**src/rtl/econ_pkg.sv**
```systemverilog
// Shared constants and types for the econV0 input packer.
// A frame is N_WORDS samples of WORD_W bits, with word 0 in the LSBs.
package econ_pkg;
    localparam int N_WORDS = 48;
    localparam int WORD_W  = 18;
    localparam int FRAME_W = N_WORDS * WORD_W;
    localparam int OUT_W   = 54;
    localparam int IDX_W   = $clog2(N_WORDS);

    typedef logic [WORD_W-1:0]  word_t;
    typedef logic [FRAME_W-1:0] frame_t;
    typedef logic [IDX_W-1:0]   idx_t;
endpackage

```
**src/rtl/econ_input_packer_if.sv**
```systemverilog
// Sample stream in (s_*) and assembled-frame stream out (m_rsc_*), both valid/ready.
// slave is the packer's view, master is the neighbour/testbench view.
interface econ_input_packer_if;
    import econ_pkg::*;

    word_t  s_dat;
    logic   s_vld;
    logic   s_last;
    logic   s_rdy;
    frame_t m_rsc_dat;
    logic   m_rsc_vld;
    logic   m_rsc_rdy;

    modport slave (
        input  s_dat, s_vld, s_last, m_rsc_rdy,
        output s_rdy, m_rsc_dat, m_rsc_vld
    );

    modport master (
        output s_dat, s_vld, s_last, m_rsc_rdy,
        input  s_rdy, m_rsc_dat, m_rsc_vld
    );
endinterface

```
**src/rtl/econ_frame_buf.sv**
```systemverilog
// One frame register with indexed word write and a full flag; writes land next cycle.
// No backpressure of its own: the owner gates wr_en with the full flag.
module econ_frame_buf
    import econ_pkg::*;
(
    input  logic   clk,
    input  logic   rst,
    input  logic   wr_en,
    input  idx_t   wr_idx,
    input  word_t  wr_dat,
    input  logic   set_full,
    input  logic   clr,
    output frame_t dat,
    output logic   full
);

    always_ff @(posedge clk) begin
        if (rst) begin
            dat  <= '0;
            full <= 1'b0;
        end else begin
            if (wr_en) begin
                for (int i = 0; i < N_WORDS; i++) begin
                    if (wr_idx == idx_t'(i))
                        dat[i*WORD_W +: WORD_W] <= wr_dat;
                end
            end
            // set and clr never coincide: set needs an empty buffer, clr a full one
            if (set_full)
                full <= 1'b1;
            else if (clr)
                full <= 1'b0;
        end
    end

endmodule

```
**src/rtl/econ_input_packer.sv**
```systemverilog
// Packs 48 serial samples into one frame over ping-pong buffers; frame valid the cycle after the 48th accept.
// s_rdy drops only when the buffer being filled is still waiting on the consumer; outputs are register-driven.
module econ_input_packer
    import econ_pkg::*;
#(
    parameter int CNT_W = 16
) (
    input  logic                 clk,
    input  logic                 rst,
    econ_input_packer_if.slave   bus,
    output logic                 err_len,
    output logic [CNT_W-1:0]     frame_cnt
);

    logic       wr_sel;
    logic       rd_sel;
    idx_t       wr_idx;
    logic [1:0] full;
    frame_t     frame_q [2];

    logic s_rdy;
    logic accept;
    logic last_word;
    logic handoff;

    assign s_rdy     = !full[wr_sel];
    assign accept    = bus.s_vld & s_rdy;
    assign last_word = (wr_idx == idx_t'(N_WORDS - 1));
    assign handoff   = full[rd_sel] & bus.m_rsc_rdy;

    assign bus.s_rdy     = s_rdy;
    assign bus.m_rsc_vld = full[rd_sel];
    assign bus.m_rsc_dat = frame_q[rd_sel];

    for (genvar b = 0; b < 2; b++) begin : g_buf
        econ_frame_buf u_buf (
            .clk      (clk),
            .rst      (rst),
            .wr_en    (accept && (wr_sel == 1'(b))),
            .wr_idx   (wr_idx),
            .wr_dat   (bus.s_dat),
            .set_full (accept && last_word && (wr_sel == 1'(b))),
            .clr      (handoff && (rd_sel == 1'(b))),
            .dat      (frame_q[b]),
            .full     (full[b])
        );
    end

    always_ff @(posedge clk) begin
        if (rst) begin
            wr_sel    <= 1'b0;
            rd_sel    <= 1'b0;
            wr_idx    <= '0;
            err_len   <= 1'b0;
            frame_cnt <= '0;
        end else begin
            // s_last must coincide exactly with the 48th word
            err_len <= accept & (last_word ^ bus.s_last);
            if (accept) begin
                if (last_word) begin
                    wr_sel <= ~wr_sel;
                    wr_idx <= '0;
                end else if (bus.s_last) begin
                    wr_idx <= '0;
                end else begin
                    wr_idx <= wr_idx + idx_t'(1);
                end
            end
            if (handoff) begin
                rd_sel    <= ~rd_sel;
                frame_cnt <= frame_cnt + CNT_W'(1);
            end
        end
    end

endmodule

```
**src/flat_wrapper.sv**
```systemverilog
// flat-port wrapper written by rule: the top's interface ports become plain ports
module econ_input_packer_flat import econ_pkg::*;
#(
    parameter int CNT_W = 16
)
  (clk, rst, err_len, frame_cnt, bus_s_dat, bus_s_vld, bus_s_last, bus_m_rsc_rdy, bus_s_rdy, bus_m_rsc_dat, bus_m_rsc_vld);
  econ_input_packer_if bus_i ();
  input  logic clk;
  input  logic rst;
  output logic err_len;
  output logic [CNT_W-1:0] frame_cnt;
  input wire logic [$bits(bus_i.s_dat)-1:0] bus_s_dat;
  input wire logic [$bits(bus_i.s_vld)-1:0] bus_s_vld;
  input wire logic [$bits(bus_i.s_last)-1:0] bus_s_last;
  input wire logic [$bits(bus_i.m_rsc_rdy)-1:0] bus_m_rsc_rdy;
  output wire logic [$bits(bus_i.s_rdy)-1:0] bus_s_rdy;
  output wire logic [$bits(bus_i.m_rsc_dat)-1:0] bus_m_rsc_dat;
  output wire logic [$bits(bus_i.m_rsc_vld)-1:0] bus_m_rsc_vld;
  assign bus_i.s_dat = bus_s_dat;
  assign bus_i.s_vld = bus_s_vld;
  assign bus_i.s_last = bus_s_last;
  assign bus_i.m_rsc_rdy = bus_m_rsc_rdy;
  assign bus_s_rdy = bus_i.s_rdy;
  assign bus_m_rsc_dat = bus_i.m_rsc_dat;
  assign bus_m_rsc_vld = bus_i.m_rsc_vld;
  econ_input_packer #(.CNT_W(CNT_W)) u_core (.clk(clk), .rst(rst), .bus(bus_i), .err_len(err_len), .frame_cnt(frame_cnt));
endmodule
```
**config.mk**
```make
export PLATFORM = sky130hd
export DESIGN_NAME = econ_input_packer_flat
export DESIGN_NICKNAME = d
export VERILOG_FILES = /design/src/rtl/econ_pkg.sv /design/src/rtl/econ_input_packer_if.sv /design/src/rtl/econ_frame_buf.sv /design/src/rtl/econ_input_packer.sv /design/src/flat_wrapper.sv
export SDC_FILE = /design/constraint.sdc
export NUM_CORES = 2
export LEC_CHECK = 0
export ABC_AREA = 1
export CORE_MARGIN = 1
export CORE_UTILIZATION = 30
export CTS_CLUSTER_SIZE = 20
export DETAILED_ROUTE_END_ITERATION = 10
export PLACE_DENSITY = 0.55
export SETUP_SLACK_MARGIN = 0.5
export SYNTH_ARGS = -nofsm -noshare
export SYNTH_HDL_FRONTEND = slang
export SYNTH_HIERARCHICAL = 1
export SYNTH_SLANG_ARGS = --single-unit
```
**constraint.sdc**
```tcl
create_clock -name clk -period 3.2 [get_ports clk]
set_input_delay 0.64 -clock clk [delete_from_list [all_inputs] [get_ports clk]]
set_output_delay 0.64 -clock clk [all_outputs]
set_load 0.01 [all_outputs]
```
# Word-level counts from Yosys, hierarchy flattened
# Index checks and enable logic that the tools add are counted.
# classes
add_sub_neg	2
multipliers	0
div	0
magnitude_cmp	3
n_eq_ne	47
shifts	0
n_mux	13
bitwise	7
n_reduce_logical	108
# op_table
cell	count
$mux W864	3
$reduce_and A2 Y1	97
$eq A6 B5 Y1 const B	16
$eq A6 B6 Y1 const B	16
$eq A6 B4 Y1 const B	8
$eq A6 B3 Y1 const B	4
$add A16 B1 Y16 const B	1
$eq A6 B2 Y1 const B	2
$mux W6	2
$mux W1	8
$logic_and A1 B1 Y1	7
$add A6 B1 Y6 const B	1
$eq A6 B1 Y1 const B	1
$logic_not A6 Y1	1
$lt A1 B2 Y1 const B	2
$reduce_bool A2 Y1	2
$and A1 B1 Y1	3
$ge A2 B2 Y1 const B	1
$not A1 Y1	2
$not A1 Y2	1
$logic_not A1 Y1	1
$xor A1 B1 Y1	1
# totals
ff_bits	1755
latchBits	0
ramBits	0
rom_bits	0
inputBits	23
output_inout_bits	883
word_cells	283
n_memories	0

# Depth between registers and ports, before layout
# depth
word_depth	7
ltp_mapped	12
ltp_nobuf	9

# Cells and area by module
# The synthesis kept the hierarchy.
# by_module_without_submodules
module	n_inst	cells_per_inst	area_each_um2	seq_area_each_um2
econ_frame_buf	2	4859	33756.1	17316.6
econ_input_packer	1	2994	12047.8	500.5

# Worst setup path before layout
# OpenSTA, ideal clock, no wires.
# synth_path
path_type	input to register
start	input bus_s_vld
end	register u_core.g_buf[0].u_buf.dat[180]
setup_ns	0.113
arrival_time_ns	1.999
required_ns	3.087
path_slack_ns	1.088
stages	10
path_buffers	3
cell_sequence	nand3_4 > nor2_1 > clkbuf_2 > nand2_1 > nor2_1 > clkbuf_1 > buf_2 > nand3_1 > nand2_1 > nor2_1
# synth_between
elab_chain_len	3
# synth_lines
element	line	rtl
from (decl)	flat_wrapper.sv:13	input wire logic [$bits(bus_i.s_vld)-1:0] bus_s_vld;
$and A1 B1 Y1	econ_input_packer.sv:27	assign accept = bus.s_vld & s_rdy;
$logic_and A1 B1 Y1	econ_input_packer.sv:39	.wr_en (accept && (wr_sel == 1'(b))),
$reduce_and A2 Y1 (no source line)	-	
to (signal, indexed assignment)	econ_frame_buf.sv:25	dat[i*WORD_W +: WORD_W] <= wr_dat;
to (decl)	econ_frame_buf.sv:13	output frame_t dat,
# Every way passes these cells.
# A chain may end at the register's enable or synchronous reset.

# Final worst setup path
# layout_path
start	register u_core.rd_sel
end	output bus_m_rsc_dat[723]
# layout_between
elab_chain_len	4
# layout_lines
element	line	rtl
from (decl)	econ_input_packer.sv:16	logic rd_sel;
from (signal assigned)	econ_input_packer.sv:70	rd_sel <= ~rd_sel;
$not A1 Y2 (not written as such)	econ_input_packer.sv:33	assign bus.m_rsc_dat = frame_q[rd_sel];
$mux W864 (not written as such) (3 in a row)	econ_input_packer.sv:33	
to (decl)	flat_wrapper.sv:17	output wire logic [$bits(bus_i.m_rsc_dat)-1:0] bus_m_rsc_dat;
# Every way passes these cells. The select of a mux whose other input is x is not followed.

==> results.py <==
metrics = {
    "worst_setup_path": {
        "crit_family": "buffers and inverters",
        "worst_path_most_repeated_cell": "nand2_1",
        "cp.buffers_inverters": 5,
        "worst_r2r_path_depth": 7,
        "worstSetupEndpointType": "primary output",
        "r2r_slack_ps": 720,
        "critical_path.max_fanout": 8,
        "cp_data_arrival_time_ps": 2740,
        "path_cells": "buf_12 -> clkinv_8 -> buf_16 -> buf_4 -> nand2_1 -> nand2_1 -> clkdlybuf4s50_1",
        "max_stage_delay_ps": 540,
        "r2r_end": "u_core/g_buf[0].u_buf/dat[775]",
        "cpMaxStageDelayCell": "clkdlybuf4s50_1",
        "worstReg2RegStart": "u_core/wr_idx[0]",
        "critPathKind": "flop to primary output",
        "cp-start-kind": "flop",
        "crit_required_ps": 2560,
    },
    "floorplanning": {
        "initial_core_util_pct": 30.3,
        "io_pins": 906,
        "die-area_sq_um": 267000,
        "die_h_um": 517,
        "core-area_sq_um": 263000,
        "rows": 188,
        "die_w_um": 517,
    },
    "layout": {
        "nFillCells": 28200,
        "mostFrequentLayoutCells": "nand2_1 (4,287), nor2_1 (3,515), dfxtp_1 (1,754)",
        "nets": 13400,
        "area_delta_synth_final_pct": 31.7,
        "drive_gt1_share_pct": 10.4,
        "post-route-util_pct": 39.9,
        "final_common_cell": "nand2_1",
    },
    "timing": {
        "setup_ws_ps": -179,
        "fin_tns_setup_ps": -39210,
        "worst_pin_slew_ps": 848,
        "finalHoldViolations": 0,
        "min_period_over_period_pct": 106,
        "period_needed_ps": 3380,
        "slew_violations": 0,
        "grt_setup_unrepaired": "true",
        "finalSetupViolations": 547,
        "fmax_ghz": 0.296,
        "skew_ps": 56.3,
        "slew_headroom_pct": 43.4,
    },
    "cts": {
        "cts_buffers": 197,
        "cts_tree": "built",
        "clock_sinks": 1755,
        "clk_pin_slew_ps": 60,
        "clk_path_buf_depth": 3,
        "cts_max_level": 4,
        "cts_root_buf": "clkbuf_16",
        "clkLatencyLatePin_ps": 880,
    },
    "routing": {
        "dr_total_vias": 86100,
        "postRouteAntennaNets": 0,
        "drt-total-wl_um": 409000,
        "initialDrtViolationCount": 11500,
        "viasPerCell": 5.05,
        "drt_first_pass_iters": 6,
        "drt-wirelength-per-cell_um": 24.0,
        "drc": 0,
    },
    "synth": {
        "synth-seq-cells": 1755,
        "synth_area_sq_um": 79600,
        "synth_top_cell_by_area": "dfxtp_1",
        "seq_area_frac_synth_pct": 44.2,
        "netlist_instances": 12700,
        "synth_top_area_share_pct": 44.2,
        "synth.avg_cell_area_sq_um": 6.26,
        "synth_cell_types": 27,
        "syn_nets": 12700,
        "yosys_warnings": 6,
        "synth.area.top_cells": "dfxtp_1 (44%), nand2_1 (21%), nor2_1 (17%)",
    },
    "global_route": {
        "top_usage_layer": "met2",
        "overflow": 0,
        "grt_max_degree": 134,
        "grt_pass1_wl_um": 555000,
        "met1_usage_pct": 40.6,
        "grtUsageMet3_pct": 4.23,
        "gr-usage-met2_pct": 43.1,
        "antenna_found_initial": 29,
        "grt_util_all_layers_pct": 28.6,
        "first_global_vias": 74500,
    },
    "power_and_ir_drop": {
        "internal_power_uw": 35700,
        "p_sw_share_pct": 25.7,
        "peakVddDrop_mv": 0.544,
        "p_sw_uw": 12300,
        "powerDensity_nw_per_um2": 458,
        "power.leakage_uw": 0.0456,
        "seq_power_share_pct": 45.6,
        "comb_power_share_pct": 6.1,
        "clock_power_share_pct": 48.3,
        "p_total_uw": 48000,
    },
    "worst_hold_path": {
        "hold_end": "u_core/g_buf[1].u_buf/dat[846]",
        "hp-start": "u_core/g_buf[1].u_buf/dat[846]",
        "min_path_type": "flop to flop",
        "hold_depth": 2,
    },
    "place": {
        "place_hpwl_um": 246000,
        "place_ws_ps": 264,
        "gp_congestion": 0.857,
        "portBuffers": 905,
    },
    "status": {
        "status": "finished with violations",
        "violations": "setup timing",
    },
    "flow_run": {
        "max_cap_violations": 0,
    },
}
## cell families after synthesis
group / after synthesis / share of synthesized area (%)
AND/OR/NAND/NOR: 9839 / 49.6
flip-flops: 1755 / 44.2
buffers and inverters: 1095 / 6.05
AO/OA/AOI/OAI: 18 / 0.123
XOR/XNOR: 2 / 0.0220
adder cells (fa/ha/maj): 2 / 0.0314
multiplexers: 1 / 0.0126
## synth_stat cells
master,number
mux2i_1,1
buf_1,110
dfxtp_1,1755
nor2_2,70
o21bai_1,1
xor2_1,1
nand2_2,2
ha_1,2
nand4_1,7
inv_2,8
buf_2,368
nand3_1,1666
a211oi_1,2
or2_0,1
a21oi_1,9
buf_4,63
nor2_1,3555
nand2_1,4502
nor2_4,24
nor3_1,4
inv_1,82
clkbuf_1,462
xnor2_1,1
o21ai_0,6
clkbuf_2,2
nand3_4,2
nand3_2,6
## flip-flops by register name (all words and copies together) (netlist names)
register	count
u_core/g_buf.u_buf/full	2
u_core/rd_sel	1
u_core/wr_idx	6
u_core/wr_sel	1
u_core/g_buf.u_buf/dat	1728
u_core/err_len	1
u_core/frame_cnt	16
## worst max-delay path by stage
stage / start / endpoint / slack (ps) / depth (start not counted)
after global routing: u_core/rd_sel / bus_m_rsc_dat[104] / -240 / 6
final: u_core/rd_sel / bus_m_rsc_dat[723] / -180 / 7
after global placement: bus_s_vld / u_core/g_buf[0].u_buf/dat[511] / 290 / 10
after floorplan: bus_s_vld / u_core/g_buf[0].u_buf/dat[180] / 1090 / 10
after detailed placement: bus_s_vld / u_core/g_buf[0].u_buf/dat[515] / 260 / 10
after CTS: u_core/rd_sel / bus_m_rsc_dat[495] / -340 / 6
## through the flow
stage,cell area [sq um],hold WS [ps],std cells
6_report,105000,467,17000
5_1_grt,105000,494,17000
4_1_cts,102000,470,16900
3_5_place_dp,94700,457,16500
3_3_place_gp,94700,448,16500
2_1_floorplan,79600,441,12700
## per-layer routing
metal | vias to the layer above | wire length (um)
li1 | 40500 | -
met1 | 40300 | 175000
met2 | 4626 | 176000
met3 | 684 | 39500
met4 | 0 | 18000
met5 | - | 0
## area by class of cell
type / instances / area (sq um) / share of cell area [%]
Multi-Input combinational cell: 9862 / 40800 / 39.0
Inverter: 90 / 477 / 0.455
Tap cell: 3515 / 4400 / 4.20
Clock inverter: 60 / 716 / 0.683
Clock buffer: 296 / 5800 / 5.54
Sequential cell: 1755 / 35100 / 33.5
Timing Repair Buffer: 1443 / 17300 / 16.5
Antenna cell: 8 / 20.0 / 0.0191
Timing Repair inverter: 4 / 96.3 / 0.0919
## worst min-delay path: stages, from the launching register on
cell	delay, ps
dfxtp_1	320
nor2_1	50
nor2_1	70
## power by group through the flow
stage               clock network, uW  logic, uW  registers (uW)
floorplan                           0       1300           22400
global placement                    0       2850           22400
detailed placement                  0       2850           22400
CTS                             23500       2850           21900
global route                    24400       3030           21900
finish                          23200       2930           21900
## timing repair
| item | 4_1_cts | 5_1_grt |
|---|---|---|
| hold buffers | 0 | 0 |
| cloned | 7 | 57 |
| gates resized for setup | 110 | 890 |
| setup buffers | 6 | 65 |
| pin swaps | 14 | 35 |
| setup endpoints to repair | 866 | 866 |
Note: power is estimated with default switching activity, not from simulation.
